<file path="src/rtl/bram_req_adapter.sv">
// Valid/grant request front end for a single-port byte-write BRAM: range check,
// same-cycle BRAM issue, one registered stage and a 2-entry in-order response buffer.
module bram_req_adapter #(
    parameter int unsigned NB_COL    = 4,
    parameter int unsigned COL_WIDTH = 8,
    parameter int unsigned RAM_DEPTH = 1024,
    parameter logic [31:0] BASE_ADDR = 32'h0,
    localparam int unsigned DataWidth = NB_COL * COL_WIDTH,
    localparam int unsigned IdxWidth  = $clog2(RAM_DEPTH)
) (
    input  logic                 clk_i,
    input  logic                 rst_ni,
    input  logic                 req_i,
    output logic                 gnt_o,
    input  logic [31:0]          addr_i,
    input  logic                 we_i,
    input  logic [NB_COL-1:0]    be_i,
    input  logic [DataWidth-1:0] wdata_i,
    output logic                 rvalid_o,
    input  logic                 rready_i,
    output logic [DataWidth-1:0] rdata_o,
    output logic                 err_o,
    output logic                 mem_req_o,
    output logic [IdxWidth-1:0]  mem_addr_o,
    output logic [NB_COL-1:0]    mem_bwe_o,
    output logic [DataWidth-1:0] mem_wdata_o,
    input  logic [DataWidth-1:0] mem_rdata_i
);

    localparam int unsigned OffBits  = (NB_COL > 1) ? $clog2(NB_COL) : 0;
    localparam logic [31:0] WinBytes = 32'(RAM_DEPTH * NB_COL);

    logic [31:0]          offset;
    logic                 in_range;
    logic                 accept;
    logic                 pop;
    logic                 push;
    logic [2:0]           occ;
    logic [DataWidth-1:0] push_rdata;

    logic                 s1_valid;
    logic                 s1_is_read;
    logic                 s1_err;

    logic [DataWidth-1:0] fifo_rdata [2];
    logic                 fifo_err   [2];
    logic                 wr_ptr;
    logic                 rd_ptr;
    logic [1:0]           fifo_count;

    assign offset   = addr_i - BASE_ADDR;
    assign in_range = offset < WinBytes;

    // Grant looks at what the buffer will hold after this cycle's pop, so a
    // full buffer still accepts while it is being drained.
    assign pop    = rvalid_o & rready_i;
    assign occ    = {2'b00, s1_valid} + {1'b0, fifo_count};
    assign gnt_o  = rst_ni & ((occ - {2'b00, pop}) < 3'd2);
    assign accept = req_i & gnt_o;

    assign mem_req_o   = accept & in_range & (~we_i | (be_i != '0));
    assign mem_addr_o  = offset[OffBits +: IdxWidth];
    assign mem_bwe_o   = (mem_req_o & we_i) ? be_i : '0;
    assign mem_wdata_o = wdata_i;

    // Read data is taken in the cycle after the BRAM read, before any later
    // write can move the BRAM port.
    assign push       = s1_valid;
    assign push_rdata = (s1_is_read & ~s1_err) ? mem_rdata_i : '0;

    always_ff @(posedge clk_i) begin
        if (!rst_ni) begin
            s1_valid   <= 1'b0;
            wr_ptr     <= 1'b0;
            rd_ptr     <= 1'b0;
            fifo_count <= 2'd0;
        end else begin
            s1_valid <= accept;
            if (push) begin
                wr_ptr <= ~wr_ptr;
            end
            if (pop) begin
                rd_ptr <= ~rd_ptr;
            end
            case ({push, pop})
                2'b10:   fifo_count <= fifo_count + 2'd1;
                2'b01:   fifo_count <= fifo_count - 2'd1;
                default: fifo_count <= fifo_count;
            endcase
        end
    end

    always_ff @(posedge clk_i) begin
        s1_is_read <= ~we_i;
        s1_err     <= ~in_range;
        if (push) begin
            fifo_rdata[wr_ptr] <= push_rdata;
            fifo_err[wr_ptr]   <= s1_err;
        end
    end

    assign rvalid_o = fifo_count != 2'd0;
    assign rdata_o  = rvalid_o ? fifo_rdata[rd_ptr] : '0;
    assign err_o    = rvalid_o ? fifo_err[rd_ptr] : 1'b0;

endmodule

</file>
<file path="config.mk">
export PLATFORM = sky130hd
export DESIGN_NAME = bram_req_adapter
export DESIGN_NICKNAME = d
export VERILOG_FILES = /design/src/rtl/bram_req_adapter.sv
export SDC_FILE = /design/constraint.sdc
export NUM_CORES = 1
export LEC_CHECK = 0
export ABC_AREA = 0
export CELL_PAD_IN_SITES_DETAIL_PLACEMENT = 1
export CELL_PAD_IN_SITES_GLOBAL_PLACEMENT = 2
export CORE_MARGIN = 2
export CORE_UTILIZATION = 23
export DETAILED_ROUTE_END_ITERATION = 6
export PLACE_DENSITY_LB_ADDON = 0.1
export SKIP_LAST_GASP = 1
export SLEW_MARGIN = 10
export SYNTH_ARGS = -nofsm -noshare
export SYNTH_HDL_FRONTEND = slang
export SYNTH_SLANG_ARGS = --single-unit
</file>
<file path="constraint.sdc">
create_clock -name clk_i -period 3.2 [get_ports clk_i]
set_input_delay 0.64 -clock clk_i [delete_from_list [all_inputs] [get_ports clk_i]]
set_output_delay 0.64 -clock clk_i [all_outputs]
set_load 0.02 [all_outputs]
</file>
## Yosys cells after proc, flatten, opt, wreduce, memory -nomap -nowiden

Memory sizes are Yosys's and may differ from the RTL's. A register that Yosys moved wholly into a read port is not among the register bits.
Index checks and enable logic that the tools add are counted.

- Magnitude comparators: 2
- Multiplexer cells: 11
- Reductions and logical operators: 3
- Add/subtract/negate cells: 4
- Div/mod/pow operators: 0
- Equal/unequal tests: 2
- $mul: 0
- Shift operators: 0
- Bitwise logic cells: 13

Operators with widths:

| kind | count |
|---|---|
| 32-bit two-way mux | 2 |
| 32-bit by 13-bit less-than comparator with 1-bit output (second input constant) | 1 |
| 1-bit bitwise AND | 7 |
| 1-bit two-way mux | 7 |
| 1-bit NOT | 5 |
| 4-bit two-way mux | 1 |
| 2-bit one-hot mux with 2 select lines | 1 |
| 2-bit nonzero test | 2 |
| 4-bit nonzero test | 1 |
| 1-bit by 2-bit adder with 3-bit output | 1 |
| 3-bit by 2-bit less-than comparator with 1-bit output (second input constant) | 1 |
| 3-bit by 1-bit subtractor with 3-bit output | 1 |
| 2-bit by 1-bit adder with 2-bit output (second input constant) | 1 |
| 2-bit by 1-bit == test with 1-bit output (second input constant) | 1 |
| 2-bit == test (second input constant) | 1 |
| 2-bit by 1-bit subtractor with 2-bit output (second input constant) | 1 |
| 1-bit OR | 1 |

- Word-level logic and storage cells: 43
- Bits of input ports: 105
- Bits in latches: 0
- Bits in read-only memories: 0
- Output and inout bits: 82
- Bits in registers: 7
- Memories kept: 2
- RAM bits: 66

Memory list:

| memory | words | bits a word | read ports | clocked after memory_dff | wr ports | line | RTL |
|---|---|---|---|---|---|---|---|
| fifo_rdata | 2 | 32 | 1 | 1 | 1 | 45 | `logic [DataWidth-1:0] fifo_rdata [2];` |
| fifo_err | 2 | 1 | 1 | 1 | 1 | 46 | `logic fifo_err [2];` |

## Depth between registers and ports, before layout

Gate-level depths: netlist of the first run.

- Word-level depth: 10
- Mapped depth: 8
- Gate-level depth less buffers: 8

## Worst setup path after synthesis of the first run

Ideal clock, no wire load.

- Path type: input-to-output
- From: input rready_i
- To: output mem_bwe_o[0]
- Setup slack: 0.352 ns
- Arrival time: 2.208 ns
- Buffers on the path: 0
- Stages on the path: 8
- Data required time: 2.560 ns
- Cell sequence: and3b_2 -> or2_1 -> nand2_1 -> fa_1 -> xnor2_1 -> and3_4 -> and2_4 -> and4_1

- Cells in the longest elaborated chain, start to end: 9

RTL lines:

| what | line | RTL |
|---|---|---|
| start, declared | 20 | `input logic rready_i,` |
| 1-bit bitwise AND | 56 | `assign pop = rvalid_o & rready_i;` |
| 3-bit by 1-bit subtractor with 3-bit output | 58 | `assign gnt_o = rst_ni & ((occ - {2'b00, pop}) < 3'd2);` |
| 3-bit by 2-bit less-than comparator with 1-bit output | 58 |  |
| 1-bit bitwise AND | 58 |  |
| named net gnt_o | 14 | `output logic gnt_o,` |
| 1-bit bitwise AND | 59 | `assign accept = req_i & gnt_o;` |
| 1-bit bitwise AND (2 in a row) | 61 | `assign mem_req_o = accept & in_range & (~we_i \| (be_i != '0));` |
| 1-bit bitwise AND | 63 | `assign mem_bwe_o = (mem_req_o & we_i) ? be_i : '0;` |
| 4-bit two-way mux | 63 |  |
| end, declared | 25 | `output logic [NB_COL-1:0] mem_bwe_o,` |

The timed path passes the listed nets, and every way through them passes these cells.

## Worst setup path in the final report of the first run

- From: input rready_i
- To: output mem_bwe_o[3]

- Cells in the longest elaborated chain, start to end: 9

RTL lines:

| what | line |
|---|---|
| 1-bit bitwise AND | 56 |
| 3-bit by 1-bit subtractor with 3-bit output | 58 |
| 3-bit by 2-bit less-than comparator with 1-bit output | 58 |
| 1-bit bitwise AND | 58 |
| 1-bit bitwise AND | 59 |
| 1-bit bitwise AND (2 in a row) | 61 |
| 1-bit bitwise AND | 63 |
| 4-bit two-way mux | 63 |

No other way between the ends.

==> flow_metrics.env, run 1 <==
export IMPL_power_density_nw_per_um2=503
export IMPL_p_leak_nw=1.67
export IMPL_ys_top_cells_by_area="edfxtp_1, mux2i_1, buf_4"
export IMPL_ant_nets=0
export IMPL_r2r_start="fifo_count[0]$_SDFFE_PN0P_"
export IMPL_tritoncts="yes"
export IMPL_path_cells="buf_2 > and3b_2 > or2_4 > nand2_2 > fa_2 > and3_4 > and2_4 > and4_1 > buf_4"
export IMPL_drt_first_pass_iters=4
export IMPL_drv_slew=0
export IMPL_drv_cap=0
export IMPL_cts_sinks=74
export IMPL_tightest_slew_ns=0.913
export IMPL_area_growth_pct=37.2
export IMPL_period_minus_slack_ns=3.08
export IMPL_p_sw_w=0.000485
export IMPL_avgSynthCellArea_um2=13.0
export IMPL_grt_pass1_vias=2343
export IMPL_synth_edf_count=66
export IMPL_fillers=1566
export IMPL_ys_flop_type="edfxtp_1"
export IMPL_nets=440
export IMPL_synthTopCellsByCount="edfxtp_1, buf_4, and2_1, nor2_1, mux2i_1"
export IMPL_synth_cells=266
export IMPL_postCtsHoldBufs=0
export IMPL_dieArea_um2=16000
export IMPL_dpl_worst_slack_ns=-0.733
export IMPL_die_w_um=126
export IMPL_start_kind="input pin"
export IMPL_critical_path_max_stage_delay_ns=0.43
export IMPL_drc=0
export IMPL_crit_fanout=6
export IMPL_rows=44
export IMPL_combPwrFrac=0.106
export IMPL_cts_root_buf="clkbuf_16"
export IMPL_ctsHtreeMaxLevel=3
export IMPL_ys_ff_latch=74
export IMPL_vias=2143
export IMPL_grt_max_degree=34
export IMPL_crit_path_top_delay_cell="fa_2"
export IMPL_worstPathArrival_ns=2.44
export IMPL_finalSetupViolCount=0
export IMPL_rsz0062_at_grt="no"
export IMPL_place_congestion=0.652
export IMPL_synth_top_area_cell="edfxtp_1"
export IMPL_clockBufferDepth=2
export IMPL_antenna_found_initial=0
export IMPL_hpwl_mm=5.27
export IMPL_crit_required_ns=2.56
export IMPL_fmax_ghz=0.325
export IMPL_hold_path_class="register to register"
export IMPL_seq_power_share=0.456
export IMPL_max_slew_margin_rel=0.392
export IMPL_intPower_w=0.00190
export IMPL_crit_path_end_kind="output pin"
export IMPL_clk_latency_ns=0.33
export IMPL_ios=187
export IMPL_crit_type="input pin to output pin"
export IMPL_clk_pin_slew_ns=0.05
export IMPL_port_buffers=100
export IMPL_post_drt_wl_per_cell_um=14.7
export IMPL_n_antenna_cell=0
export IMPL_ys_types=30
export IMPL_cpLargestDelayFamily="simple AND/OR/NAND/NOR gates"
export IMPL_synth_top_area_share=0.574
export IMPL_yosysSeqAreaShare=0.621
export IMPL_ir_worst_vdd_mv=0.216
export IMPL_yosysWarnings=0
export IMPL_synthArstFlopShare=0
export IMPL_setup_tns_ns=0
export IMPL_clkPwrFrac=0.438
export IMPL_routed_wl_mm=7.71
export IMPL_fin_skew_ns=0.00500
export IMPL_grt_ovfl_total=0
export IMPL_vias_per_cell=4.10
export IMPL_startpoint="rready_i"
export IMPL_path_buf_inv=2
export IMPL_grt_first_pass_wirelength_mm=11.9
export IMPL_cts_inserted_buffers=9
export IMPL_drtIter0Drc=43
export IMPL_core_um2=14600
export IMPL_syn_num_nets=372
export IMPL_post_cts_buffers=0
export IMPL_drive_above_1_share=0.130
export IMPL_grt_usage=0.0984
export IMPL_hp_start="s1_err$_DFF_P_"
export IMPL_initial_core_util=0.237
export IMPL_fin_crit_sh=0.963
export IMPL_hold_viol_final=0
export IMPL_timing_final_ws_setup_ns=0.119
export IMPL_synth_area_um2=3450
export IMPL_switching_share=0.204
export IMPL_status="completed"
export IMPL_die_h_um=126
export IMPL_synth_most_common_cell="edfxtp_1"
==> worst paths after layout <==
kind	end	slack, ns	cells past startpoint
worst max-delay path	mem_bwe_o[3]	0.12	9
worst min-delay path	fifo_err[0]$_DFFE_PP_	0.48	0
worst max register to register	push$_SDFF_PN0_	1.43	6
worst min register to register	fifo_err[0]$_DFFE_PP_	0.48	0
==> final cells by class <==
class | count | area [um2] | share of cell area
Clock buffer | 11 | 233 | 0.0492
Tap cell | 184 | 230 | 0.0486
Multi-Input combinational cell | 137 | 966 | 0.204
Sequential cell | 74 | 2140 | 0.453
Clock inverter | 5 | 78.8 | 0.0166
Inverter | 3 | 11.3 | 0.00238
Timing Repair Buffer | 109 | 1070 | 0.226
==> layer usage <==
metal  global-route usage  part of all wire  up-vias  routed length [um]
met3               0.0413             0.085       14                 657
li1                     -                 -     1026                   -
met5                    0                 0        -                   0
met4               0.0446             0.015        0                 117
met2                0.167              0.49       92                3810
met1                0.107              0.40     1011                3120
==> registers in the layout (all words and copies together) (netlist names), named ones only <==
signal      count
fifo_rdata     64
fifo_count      2
fifo_err        2
push            1
rd_ptr          1
s1_err          1
s1_is_read      1
wr_ptr          1
==> per-stage QoR <==
stage / instance area, um2 / total power [W] / hold slack, ns / cells / util
after floorplan: 3450 / 0.00128 / 0.426 / 266 / -
after global placement: 4430 / 0.00137 / 0.460 / 507 / 0.304
after detailed placement: 4430 / 0.00137 / 0.469 / 507 / 0.304
final: 4730 / 0.00238 / 0.483 / 523 / 0.325
after global routing: 4730 / 0.00248 / 0.507 / 523 / 0.325
after CTS: 4720 / 0.00243 / 0.489 / 523 / 0.324
==> cell families after synthesis <==
| family | synth area share |
|---|---|
| AO/OA/AOI/OAI | 0.00580 |
| XOR/XNOR | 0.00508 |
| adder cells (fa/ha/maj) | 0.00580 |
| buffers and inverters | 0.107 |
| flip-flops | 0.621 |
| multiplexers | 0.0957 |
| AND/OR/NAND/NOR | 0.160 |
==> layout by cell type (no fill, tap or decap), types with 2 or more instances in the layout <==
cell type         n
buf_2             2
clkbuf_1          2
nor4_1            5
buf_12            2
nand2_1           2
nor2b_2           2
bufinv_16         2
edfxtp_1         66
mux2i_1          33
clkinv_2          2
inv_1             3
nor2_4            2
xnor2_1           2
buf_4            11
dfxtp_1           7
clkbuf_16         9
nor2_1           35
clkdlybuf4s50_1  93
and2_1           34
and4_1            4
==> power by group through the flow <==
stage	clock network [W]	logic (W)	registers, W
after floorplan	0	0.000183	0.00110
after global placement	0	0.000261	0.00110
after detailed placement	0	0.000261	0.00111
after CTS	0.00108	0.000261	0.00109
after global routing	0.00112	0.000274	0.00109
final	0.00104	0.000253	0.00109
==> what timing repair did <==
action / 4_1_cts / 5_1_grt
gates resized for setup: 25 / 8
endpoints found under the setup margin: 6 / 5
hold endpoints to repair: 0 / 0
pin swaps: 0 / 2
Power figures use the tool's default switching activity.
==> run 2: changes to the inputs <==
--- a/config.mk
+++ b/config.mk
@@ -6,6 +6,7 @@
 export NUM_CORES = 1
 export LEC_CHECK = 0
 export ABC_AREA = 0
+export ABC_CLOCK_PERIOD_IN_PS = 3200
 export CELL_PAD_IN_SITES_DETAIL_PLACEMENT = 1
 export CELL_PAD_IN_SITES_GLOBAL_PLACEMENT = 2
 export CORE_MARGIN = 2
==> results of run 2 <==
The final DEF is identical to that of run 1; final timing and power are the same.
